### src/rtl/div_man_pkg.sv
// Shared widths and latency for the pipelined restoring divider.
// Benches and the FIR top take DIV_N / DIV_M / DIV_LAT from here instead of literals.
package div_man_pkg;
  localparam int DIV_N   = 13;
  localparam int DIV_M   = 12;
  localparam int DIV_LAT = DIV_N;
endpackage

### src/rtl/div_stage.sv
// One restoring shift-subtract stage: resolves quotient bit K and registers the operation payload.
// Data registers load only when the upstream stage holds a valid operation; valid always shifts.
module div_stage #(
  parameter int N = 13,
  parameter int M = 12,
  parameter int K = 12
) (
  input  logic         clk,
  input  logic         rstn,
  input  logic         up_valid,
  input  logic [M-1:0] up_r,
  input  logic [N-1:0] up_q,
  input  logic [N-1:0] up_dvd,
  input  logic [M-1:0] up_dsr,
  input  logic         up_zero,
  output logic         valid,
  output logic [M-1:0] r,
  output logic [N-1:0] q,
  output logic [N-1:0] dvd,
  output logic [M-1:0] dsr,
  output logic         zero
);

  logic [M:0]   trial;
  logic [M-1:0] diff;
  logic         ge;

  // The partial remainder is always below the divisor, so the M-bit difference is exact when ge.
  always_comb begin
    trial = {up_r, up_dvd[K]};
    ge    = trial >= {1'b0, up_dsr};
    diff  = trial[M-1:0] - up_dsr;
  end

  always_ff @(posedge clk or negedge rstn) begin
    if (!rstn) begin
      valid <= 1'b0;
      r     <= '0;
      q     <= '0;
      dvd   <= '0;
      dsr   <= '0;
      zero  <= 1'b0;
    end else begin
      valid <= up_valid;
      if (up_valid) begin
        r    <= ge ? diff : trial[M-1:0];
        q    <= up_q;
        q[K] <= ge;
        dvd  <= up_dvd;
        dsr  <= up_dsr;
        zero <= up_zero;
      end
    end
  end

endmodule

### src/rtl/div_man.sv
// Fully pipelined unsigned restoring divider: N stages, one result per clock, latency N.
// Define DIV_ZERO_FLAG_EN to expose the div_zero output flag.
module div_man
  import div_man_pkg::*;
#(
  parameter int N = DIV_N,
  parameter int M = DIV_M
) (
  input  logic         clk,
  input  logic         rstn,
  input  logic         data_rdy,
  input  logic [N-1:0] dividend,
  input  logic [M-1:0] divisor,
  output logic         res_rdy,
  output logic [N-1:0] quo,
  output logic [M-1:0] rem
`ifdef DIV_ZERO_FLAG_EN
  ,
  output logic         div_zero
`endif
);

  // Index 0 is the input side, index k+1 is the output of stage k.
  logic [N:0]        v_s;
  logic [N:0][M-1:0] r_s;
  logic [N:0][N-1:0] q_s;
  logic [N:0][N-1:0] dvd_s;
  logic [N:0][M-1:0] dsr_s;
  logic [N:0]        z_s;
  logic              unused_tail;

  assign v_s[0]   = data_rdy;
  assign r_s[0]   = '0;
  assign q_s[0]   = '0;
  assign dvd_s[0] = dividend;
  assign dsr_s[0] = divisor;
  assign z_s[0]   = (divisor == '0);

  for (genvar k = 0; k < N; k++) begin : g_stage
    div_stage #(
      .N(N),
      .M(M),
      .K(N - 1 - k)
    ) u_stage (
      .clk     (clk),
      .rstn    (rstn),
      .up_valid(v_s[k]),
      .up_r    (r_s[k]),
      .up_q    (q_s[k]),
      .up_dvd  (dvd_s[k]),
      .up_dsr  (dsr_s[k]),
      .up_zero (z_s[k]),
      .valid   (v_s[k+1]),
      .r       (r_s[k+1]),
      .q       (q_s[k+1]),
      .dvd     (dvd_s[k+1]),
      .dsr     (dsr_s[k+1]),
      .zero    (z_s[k+1])
    );
  end

  // Divisor and upper dividend bits are carried to the end but only the low dividend bits are needed.
  assign unused_tail = ^{dsr_s[N], dvd_s[N]};

  always_ff @(posedge clk or negedge rstn) begin
    if (!rstn) begin
      res_rdy <= 1'b0;
      quo     <= '0;
      rem     <= '0;
    end else begin
      res_rdy <= v_s[N];
      if (v_s[N]) begin
        quo <= z_s[N] ? '1 : q_s[N];
        rem <= z_s[N] ? dvd_s[N][M-1:0] : r_s[N];
      end
    end
  end

`ifdef DIV_ZERO_FLAG_EN
  always_ff @(posedge clk or negedge rstn) begin
    if (!rstn) begin
      div_zero <= 1'b0;
    end else begin
      div_zero <= v_s[N] & z_s[N];
    end
  end
`endif

endmodule

### config.mk
export PLATFORM = sky130hd
export DESIGN_NAME = div_man
export DESIGN_NICKNAME = d
export VERILOG_FILES = /design/src/rtl/div_man_pkg.sv /design/src/rtl/div_stage.sv /design/src/rtl/div_man.sv
export SDC_FILE = /design/constraint.sdc
export NUM_CORES = 1
export LEC_CHECK = 0
export BUFFER_PORTS_ARGS = -buffer_cell sky130_fd_sc_hd__buf_2
export CAP_MARGIN = 15
export CELL_PAD_IN_SITES_DETAIL_PLACEMENT = 2
export CELL_PAD_IN_SITES_GLOBAL_PLACEMENT = 2
export CORE_ASPECT_RATIO = 1.25
export CORE_UTILIZATION = 46
export CTS_BUF_LIST = sky130_fd_sc_hd__clkbuf_16
export CTS_CLUSTER_DIAMETER = 80
export DETAILED_ROUTE_END_ITERATION = 6
export PLACE_DENSITY_LB_ADDON = 0.1
export SETUP_SLACK_MARGIN = 0.05
export SYNTH_ARGS = -nofsm -noshare
export SYNTH_HDL_FRONTEND = slang
export SYNTH_SLANG_ARGS = --single-unit
### constraint.sdc
create_clock -name clk -period 8.1 [get_ports clk]
set_clock_uncertainty 0.05 [all_clocks]
set_input_delay 1.62 -clock clk [delete_from_list [all_inputs] [get_ports clk]]
set_output_delay 1.62 -clock clk [all_outputs]
set_load 0.01 [all_outputs]
==> metrics.md, run 1 <==
| Metric | Value |
|---|---|
| Outcome | finished, final reports clean |
| Mapped Cells | 2922 |
| Initial drt markers | approximately 1000 |
| Syn Area/Cell | approximately 10 um^2 |
| Worst Path Arrival | a little over 4000 ps |
| IO buf count | between 50 and 60 |
| Post-synth EDFFs | 0 |
| Async set-reset flop share out of synthesis | 100% |
| Fin crit share | between 40% and 50% |
| Htree depth | 3 |
| Unrepaired setup endpoints after global routing | no |
| Commonest non-fill, non-tap cells in the layout | dfrtp_1, mux2_2, nor2_1 |
| Clock latency at the later pin of the worst-skew pair | between 600 and 700 ps |
| Worst hold path type | reg2reg |
| Inserted Diodes | 0 |
| Starting Density | a little under half |
| Layout area overhead | 11.2% |
| Largest net degree at the start of global routing | around 190 |
| Top_reg_cell synth | dfrtp_1 |
| Flop and latch count out of synthesis | 599 |
| Slew of the pin with the lowest slew margin | about 1000 ps |
| # resized after CTS | 0 |
| Layout Cells excl Fill | 3837 |
| Vias per inst | just under 6 |
| FP Rows | between 100 and 150 |
| Final setup fails | 0 |
| Register area share after synthesis | between 40 and 50% |
| Core area | 64800 um^2 |
| Placement Setup Slack | a little over 4000 ps |
| Die W | between 200 and 250 um |
| Maximum clock rate | 0.273 GHz |
| RR Endpoint | g_stage[11].u_stage.r[4]$_DFFE_PN0P_ |
| CTS tree | done |
| Number of max-cap violations | 0 |
| Critical Path Source Type | flop |
| First-pass DRT Iterations | 5 |
| Min-delay src | g_stage[2].u_stage.dsr[7]$_DFFE_PN0P_ |
| Clk buf depth | 3 |
| P_leak | ~15 nW |
| Pwr dens | just over 400 nW/um^2 |
| Final HPWL DP | between 60 and 70 mm |
| Die Span Y | 289 um |
| Overall routing resource usage | between 30% and 40% |
| Global-route wire length before repair | between 150 and 200 mm |
| Postcts setup bufs | 0 |
| Hold Fails Final Rpt | 0 |
| Hold Crit Endpoint | g_stage[3].u_stage.dsr[7]$_DFFE_PN0P_ |
| Remaining DRCs | 0 |
| CTS Hold Bufs | 0 |
| Final Wtd Congestion | 0.849 |
| Clk slew on worst S/H paths | 70 ps |
| Fillers | 6448 |
| Top-level port count | 54 |
| Root buf cell | clkbuf_16 |
| Critical path peak fanout | 15 |
| Syn Nets | 3108 |
| Final ANT Viol Nets | 0 |
| GRT Residual Overflow | 0 |
| CP Class | reg2reg |
| Most common cell after layout, fill and taps aside | dfrtp_1 |
| WL final | just over 100 mm |
| CTS Sinks | 599 |
| Tmin final | roughly 3700 ps |
| Max VDD drop | around 0.21 mV |
| TritonCTS Buffers | between 60 and 70 |
| Final Power | approximately 14 mW |
| Reg-to-Reg Start | g_stage[10].u_stage.dsr[1]$_DFFE_PN0P_ |
| Vias in the first global route | around 26000 |
| Hold Path Depth | 2 |
| Initial antenna violation count | 1 |
| Yosys warns | 0 |
| Layout cells sized above 1 | 15.6% |
| Final nets | about 3100 |
| Worst Setup Slack, final | approximately 4400 ps |
| Hold slack | about 440 ps |
| Max-slew violation count | 0 |
| Syn Std Cell Area | a little over 30000 um^2 |
| Placed Cells | roughly 3700 |
| Setup slack, reg-to-reg | ~4400 ps |
| Worst Setup End Kind | flop |
| WL per Instance | approximately 26 um |
| Worst R2R Path Depth | 9 |
| Slew headroom | about a third |
| Vias | around 23000 |
| Setup TNS | 0 ps |
| Count of different cell masters after synthesis | 68 |
| CP required | ~8500 ps |
| DIE AREA | between 60000 and 70000 um^2 |
-- worst max-delay path by stage --
stage / start / to / slack, ps / cells past startpoint
detailed placement: divisor[6] / g_stage[0].u_stage.r[11]$_DFFE_PN0P_ / 4060 / 6
global route: g_stage[10].u_stage.dsr[1]$_DFFE_PN0P_ / g_stage[11].u_stage.r[4]$_DFFE_PN0P_ / 4270 / 9
global placement: divisor[6] / g_stage[0].u_stage.r[7]$_DFFE_PN0P_ / 4430 / 6
CTS: g_stage[10].u_stage.dsr[1]$_DFFE_PN0P_ / g_stage[11].u_stage.r[4]$_DFFE_PN0P_ / 4440 / 9
finish: g_stage[10].u_stage.dsr[1]$_DFFE_PN0P_ / g_stage[11].u_stage.r[4]$_DFFE_PN0P_ / 4430 / 9
floorplan: divisor[6] / g_stage[0].u_stage.r[11]$_DFFE_PN0P_ / 4810 / 5
-- layout make-up --
class,count,area [um^2],share of cell area (%)
Clock inverter,56,598,1.77
Clock buffer,68,1700,5.05
Tap cell,848,1060,3.15
Multi-Input combinational cell,1986,14000,41.7
Inverter,203,762,2.26
Timing Repair Buffer,77,523,1.55
Sequential cell,599,15000,44.5
-- where the power goes --
group	switching [mW]	internal, mW	total, mW
sequential	0.865	3.89	4.75
combinational	3.31	2.43	5.73
clock	1.38	1.92	3.30
total	5.55	8.24	13.8
-- sequential cells by signal, summed over array words and instances (netlist names) --
register               count
g_stage.u_stage.q         91
g_stage.u_stage.valid     13
g_stage.u_stage.zero      13
g_stage.u_stage.dsr      144
rem                       12
quo                       13
g_stage.u_stage.dvd      156
res_rdy                    1
g_stage.u_stage.r        156
-- cell families (layout without fill, tap and decap cells) --
group,Yosys count,in the layout,synth area share [%]
muxes,347,347,12.5
xor gates and xnor gates,96,96,2.77
adders and majority gates,158,158,6.82
AOI/OAI and AO/OA,657,657,13.3
buffers and inverters,337,404,4.27
DFF,599,599,49.5
and+or+nand+nor,728,728,10.8
-- through the flow --
step	area, um^2	utilization (%)
detailed placement	31300	48.4
CTS	33600	51.9
floorplan	30300	-
global placement	31300	48.4
global route	33700	52.0
finish	33700	52.0
-- synth_stat cells, types with 14 or more instances --
library cell,count,share of area (%)
a31oi_1,56,1.2
clkbuf_1,111,1.4
a21o_1,36,0.89
xnor2_1,68,2.0
a21oi_1,153,2.5
or3_1,21,0.43
nand3_1,67,1.1
xor2_1,28,0.81
nor3_1,39,0.64
nor2_1,237,2.9
mux2i_1,83,2.7
o211ai_1,24,0.59
a211o_1,14,0.40
nand2_1,234,2.9
nand4_1,24,0.50
o21a_1,38,0.94
dfrtp_1,599,49
nor2b_1,39,0.80
o21ai_0,233,3.8
ha_1,146,6.0
nand2b_1,22,0.45
inv_1,203,2.5
mux2_2,259,9.6
-- per-layer routing --
layer | track usage, % | wire, um | up-vias
li1 | - | - | 10212
met4 | 12.8 | 4390 | 2
met1 | 32.3 | 38200 | 11713
met3 | 3.61 | 2380 | 241
met5 | 0 | 15 | -
met2 | 59.7 | 56200 | 384
-- worst max-delay path, stage by stage, from the launching register on --
cell and delay (ps):
dfrtp_1 460, inv_1 130, ha_1 340, nor2b_1 170, o31a_1 300, o21a_1 240
a211o_1 350, a41oi_2 800, mux2_2 420, mux2_2 270
Note: power is estimated with default switching activity, not from simulation.
==> inputs of run 2 (changes only) <==
- ABC_AREA: unset -> 1
- CORE_UTILIZATION: 46 -> 34
- clock period: 8.1 -> 3 ns (I/O delays scaled with it)
==> run 2 against run 1 <==
  * Core utilization is 14 points lower
  * First-iteration DRC count is 13% higher
  * Largest cell class is now multi-input gates
  * Sequential power is 140% higher
  * Global-route usage is 8.0 points lower
  * Cell count is 49% higher
  * Hold slack worse by 340 ps
  * Non-clock buffer count is 33 higher
  * Via count is 27% higher
  * Clock power grew to 2.7 times the previous value
  * Synthesized cell count is 49% higher
==> metrics.md, run 2 <==
| Metric | Value |
|---|---|
| TritonCTS Buffers | 74 |
| Layout cells sized above 1 | 7.22% |
| GRT Residual Overflow | 0 |
| Clock share of power | between 20% and 30% |
| Post-synth EDFFs | 0 |
| Unrepaired setup endpoints after global routing | no |
| Psw | 15.0 mW |
| Commonest non-fill, non-tap cells in the layout | nand2_1, dfrtp_1, inv_1 |
| Async set-reset flop share out of synthesis | between 90% and 100% |
| Slew headroom | between 20% and 30% |
| Tmin final | 2290 ps |
| Starting Density | between 30% and 40% |
| Top-area cell type share of the netlist area | between 40 and 50% |
| Max-slew violation count | 0 |
| Yosys warns | 0 |
| CP Class | reg2reg |
| Vias in the first global route | 32067 |
| Fin crit share | approximately three quarters |
| Max VDD drop | 0.389 mV |
| Syn Std Cell Area | ~33000 um^2 |
| Final setup fails | 0 |
| Global-route wire length before repair | around 170 mm |
| Util after Layout | 38.5% |
| Syn Nets | approximately 4500 |
| Remaining DRCs | 0 |
| Clk buf depth | 3 |
| Core area | approximately 96000 um^2 |
| Setup TNS | 0 ps |
| Clk slew on worst S/H paths | approximately 60 ps |
| Vias | around 29000 |
| Register area share after synthesis | between 40% and 50% |
| Pwr dens | between 900 and 1000 nW/um^2 |
| Internal power | slightly below 20 mW |
| Worst Setup End Kind | flop |
| Cell taking the most area after synthesis | dfrtp_1 |
| Critical path peak fanout | 14 |
| Largest regs | g_stage.u_stage.dvd: 156 flops, g_stage.u_stage.r: 156 flops, g_stage.u_stage.dsr: 144 flops |
| Overall routing resource usage | approximately 22% |
| Largest net degree at the start of global routing | 83 |
| Most common cell after layout, fill and taps aside | nand2_1 |
| Gate power share | 42.3% |
| Top-level port count | 54 |
| CP required | ~3500 ps |
| Layout area overhead | 12.3% |
| Maximum clock rate | approximately 0.44 GHz |
| Final nets | about 4600 |
| Outcome | finished, final reports clean |
| Top cells by count, synth | nand2_1, dfrtp_1, inv_1 |
| Synth area leaders | dfrtp_1, nand2_1, inv_1 |
| Clock latency at the later pin of the worst-skew pair | roughly 630 ps |
| Net Sw Frac | between 40% and 50% |
| CTS tree | done |
| Flop and latch count out of synthesis | roughly 600 |
| Hold Fails Final Rpt | 0 |
| P_leak | 19.6 nW |
| WL per Instance | 18.6 um |
| Final HPWL DP | 81.3 mm |
| Final ANT Viol Nets | 0 |
| CTS Sinks | ~600 |
| DIE AREA | about 100000 um^2 |
| Slew of the pin with the lowest slew margin | 1090 ps |
| Initial antenna violation count | 0 |
| Root buf cell | clkbuf_16 |
| Worst hold path type | in2reg |
| Top_reg_cell synth | dfrtp_1 |
| Count leader, synth | nand2_1 |
| Die W | between 200 and 300 um |
| Die Span Y | between 300 and 400 um |
| First-pass DRT Iterations | 5 |
| Htree depth | 3 |
| IO buf count | 53 |
| Vias per inst | 4.99 |
| WL final | approximately 110 mm |
| Number of max-cap violations | 0 |
| Final Wtd Congestion | between 0.8 and 0.9 |
| FP Rows | 127 |
| Critical Path Source Type | flop |
| Mapped Cells | ~4400 |
| Count of different cell masters after synthesis | 36 |
| Sequential Power Share | approximately 32% |
| Inserted Diodes | 0 |
| Worst Path Arrival | between 2000 and 3000 ps |
| Syn Area/Cell | around 7.5 um^2 |
| Initial drt markers | around 1200 |
## run 2: cell types whose count changed in the layout (fill, tap and decap cells not counted), moves of 31 or more
cell / change
nand3_1: +294
nand3b_1: +31
a21o_1: -36
nor2_1: -72
xnor2_1: -56
a31oi_1: -48
mux2i_1: -83
a21oi_1: -96
o21a_1: -38
mux2_2: -259
nand2_1: +1490
inv_1: +308
nand4_1: +146
nor2b_1: -38
## run 2: area by class of cell
class | instances | area (um^2)
clock inverter | 58 | 536
tap | 1290 | 1610
multi-input combinational | 3069 | 15100
fill | 11097 | 59000
inverter | 521 | 1960
clock buffer | 74 | 1850
timing repair buffer | 110 | 838
sequential | 599 | 15000
## run 2: path summary, 6_finish.rpt
path | start | to | slack [ps] | cells after the start
setup / recovery | g_stage[3].u_stage.r[6]$_DFFE_PN0P_ | g_stage[4].u_stage.r[1]$_DFFE_PN0P_ | 710 | 9
hold / removal | dividend[6] | g_stage[0].u_stage.dvd[6]$_DFFE_PN0P_ | 100 | 3
setup reg to reg | g_stage[3].u_stage.r[6]$_DFFE_PN0P_ | g_stage[4].u_stage.r[1]$_DFFE_PN0P_ | 710 | 9
hold reg to reg | g_stage[1].u_stage.q[11]$_DFFE_PN0P_ | g_stage[2].u_stage.q[11]$_DFFE_PN0P_ | 410 | 2
max in group asynchronous | rstn | g_stage[3].u_stage.dsr[8]$_DFFE_PN0P_ | 1490 | 3
min in group asynchronous | rstn | g_stage[6].u_stage.q[6]$_DFFE_PN0P_ | 560 | 2
## run 2: kinds of logic after synthesis
group,after synthesis,synth area share (%)
DFF,599,45.7
adders and majority gates,158,6.30
xor gates and xnor gates,47,1.25
AOI/OAI and AO/OA,302,4.79
buffers and inverters,689,8.48
and+or+nand+nor,2562,33.5
## run 2: through the flow
step                worst slack (ps)  cell area, um^2  std cells  total power, mW  hold WS [ps]
CTS                              670            36800       5720             35.6          58.4
finish                           713            36900       5721             34.9           100
detailed placement               640            34400       5587             26.4           409
global placement                 729            34400       5587             25.9           404
global route                     517            36900       5721             37.9          77.4
floorplan                       1100            32800       4357             21.7           254
## run 2: what timing repair did
action                    CTS  global route
hold endpoints to repair   47             0
resized for setup           0             0
buffers inserted            0             0
hold buffers                1             0
## run 2: power by group through the flow
stage | logic [mW] | registers (mW) | clock network, mW
floorplan | 11.0 | 10.7 | 0
global placement | 14.5 | 11.4 | 0
detailed placement | 14.9 | 11.4 | 0
CTS | 15.1 | 11.3 | 9.18
global route | 16.9 | 11.5 | 9.46
finish | 14.8 | 11.3 | 8.88
## run 2: per-layer routing
metal | share of wire, % | vias up | routed length (um) | track usage (%)
li1 | - | 13836 | - | -
met1 | 40 | 14289 | 42400 | 24.6
met2 | 55 | 260 | 58100 | 43.3
met3 | 2.1 | 161 | 2200 | 2.62
met4 | 3.6 | 0 | 3810 | 8.30
met5 | 0 | - | 0 | 0
## run 2: worst max-delay path, stage by stage (launching register included)
cell      delay (ps)
dfrtp_1          420
ha_1             360
nand2_1          130
inv_1             60
a21oi_1          210
nand3_2          120
nand2_2          270
nand2_2          280
nand3b_1         180
nand3_1           90
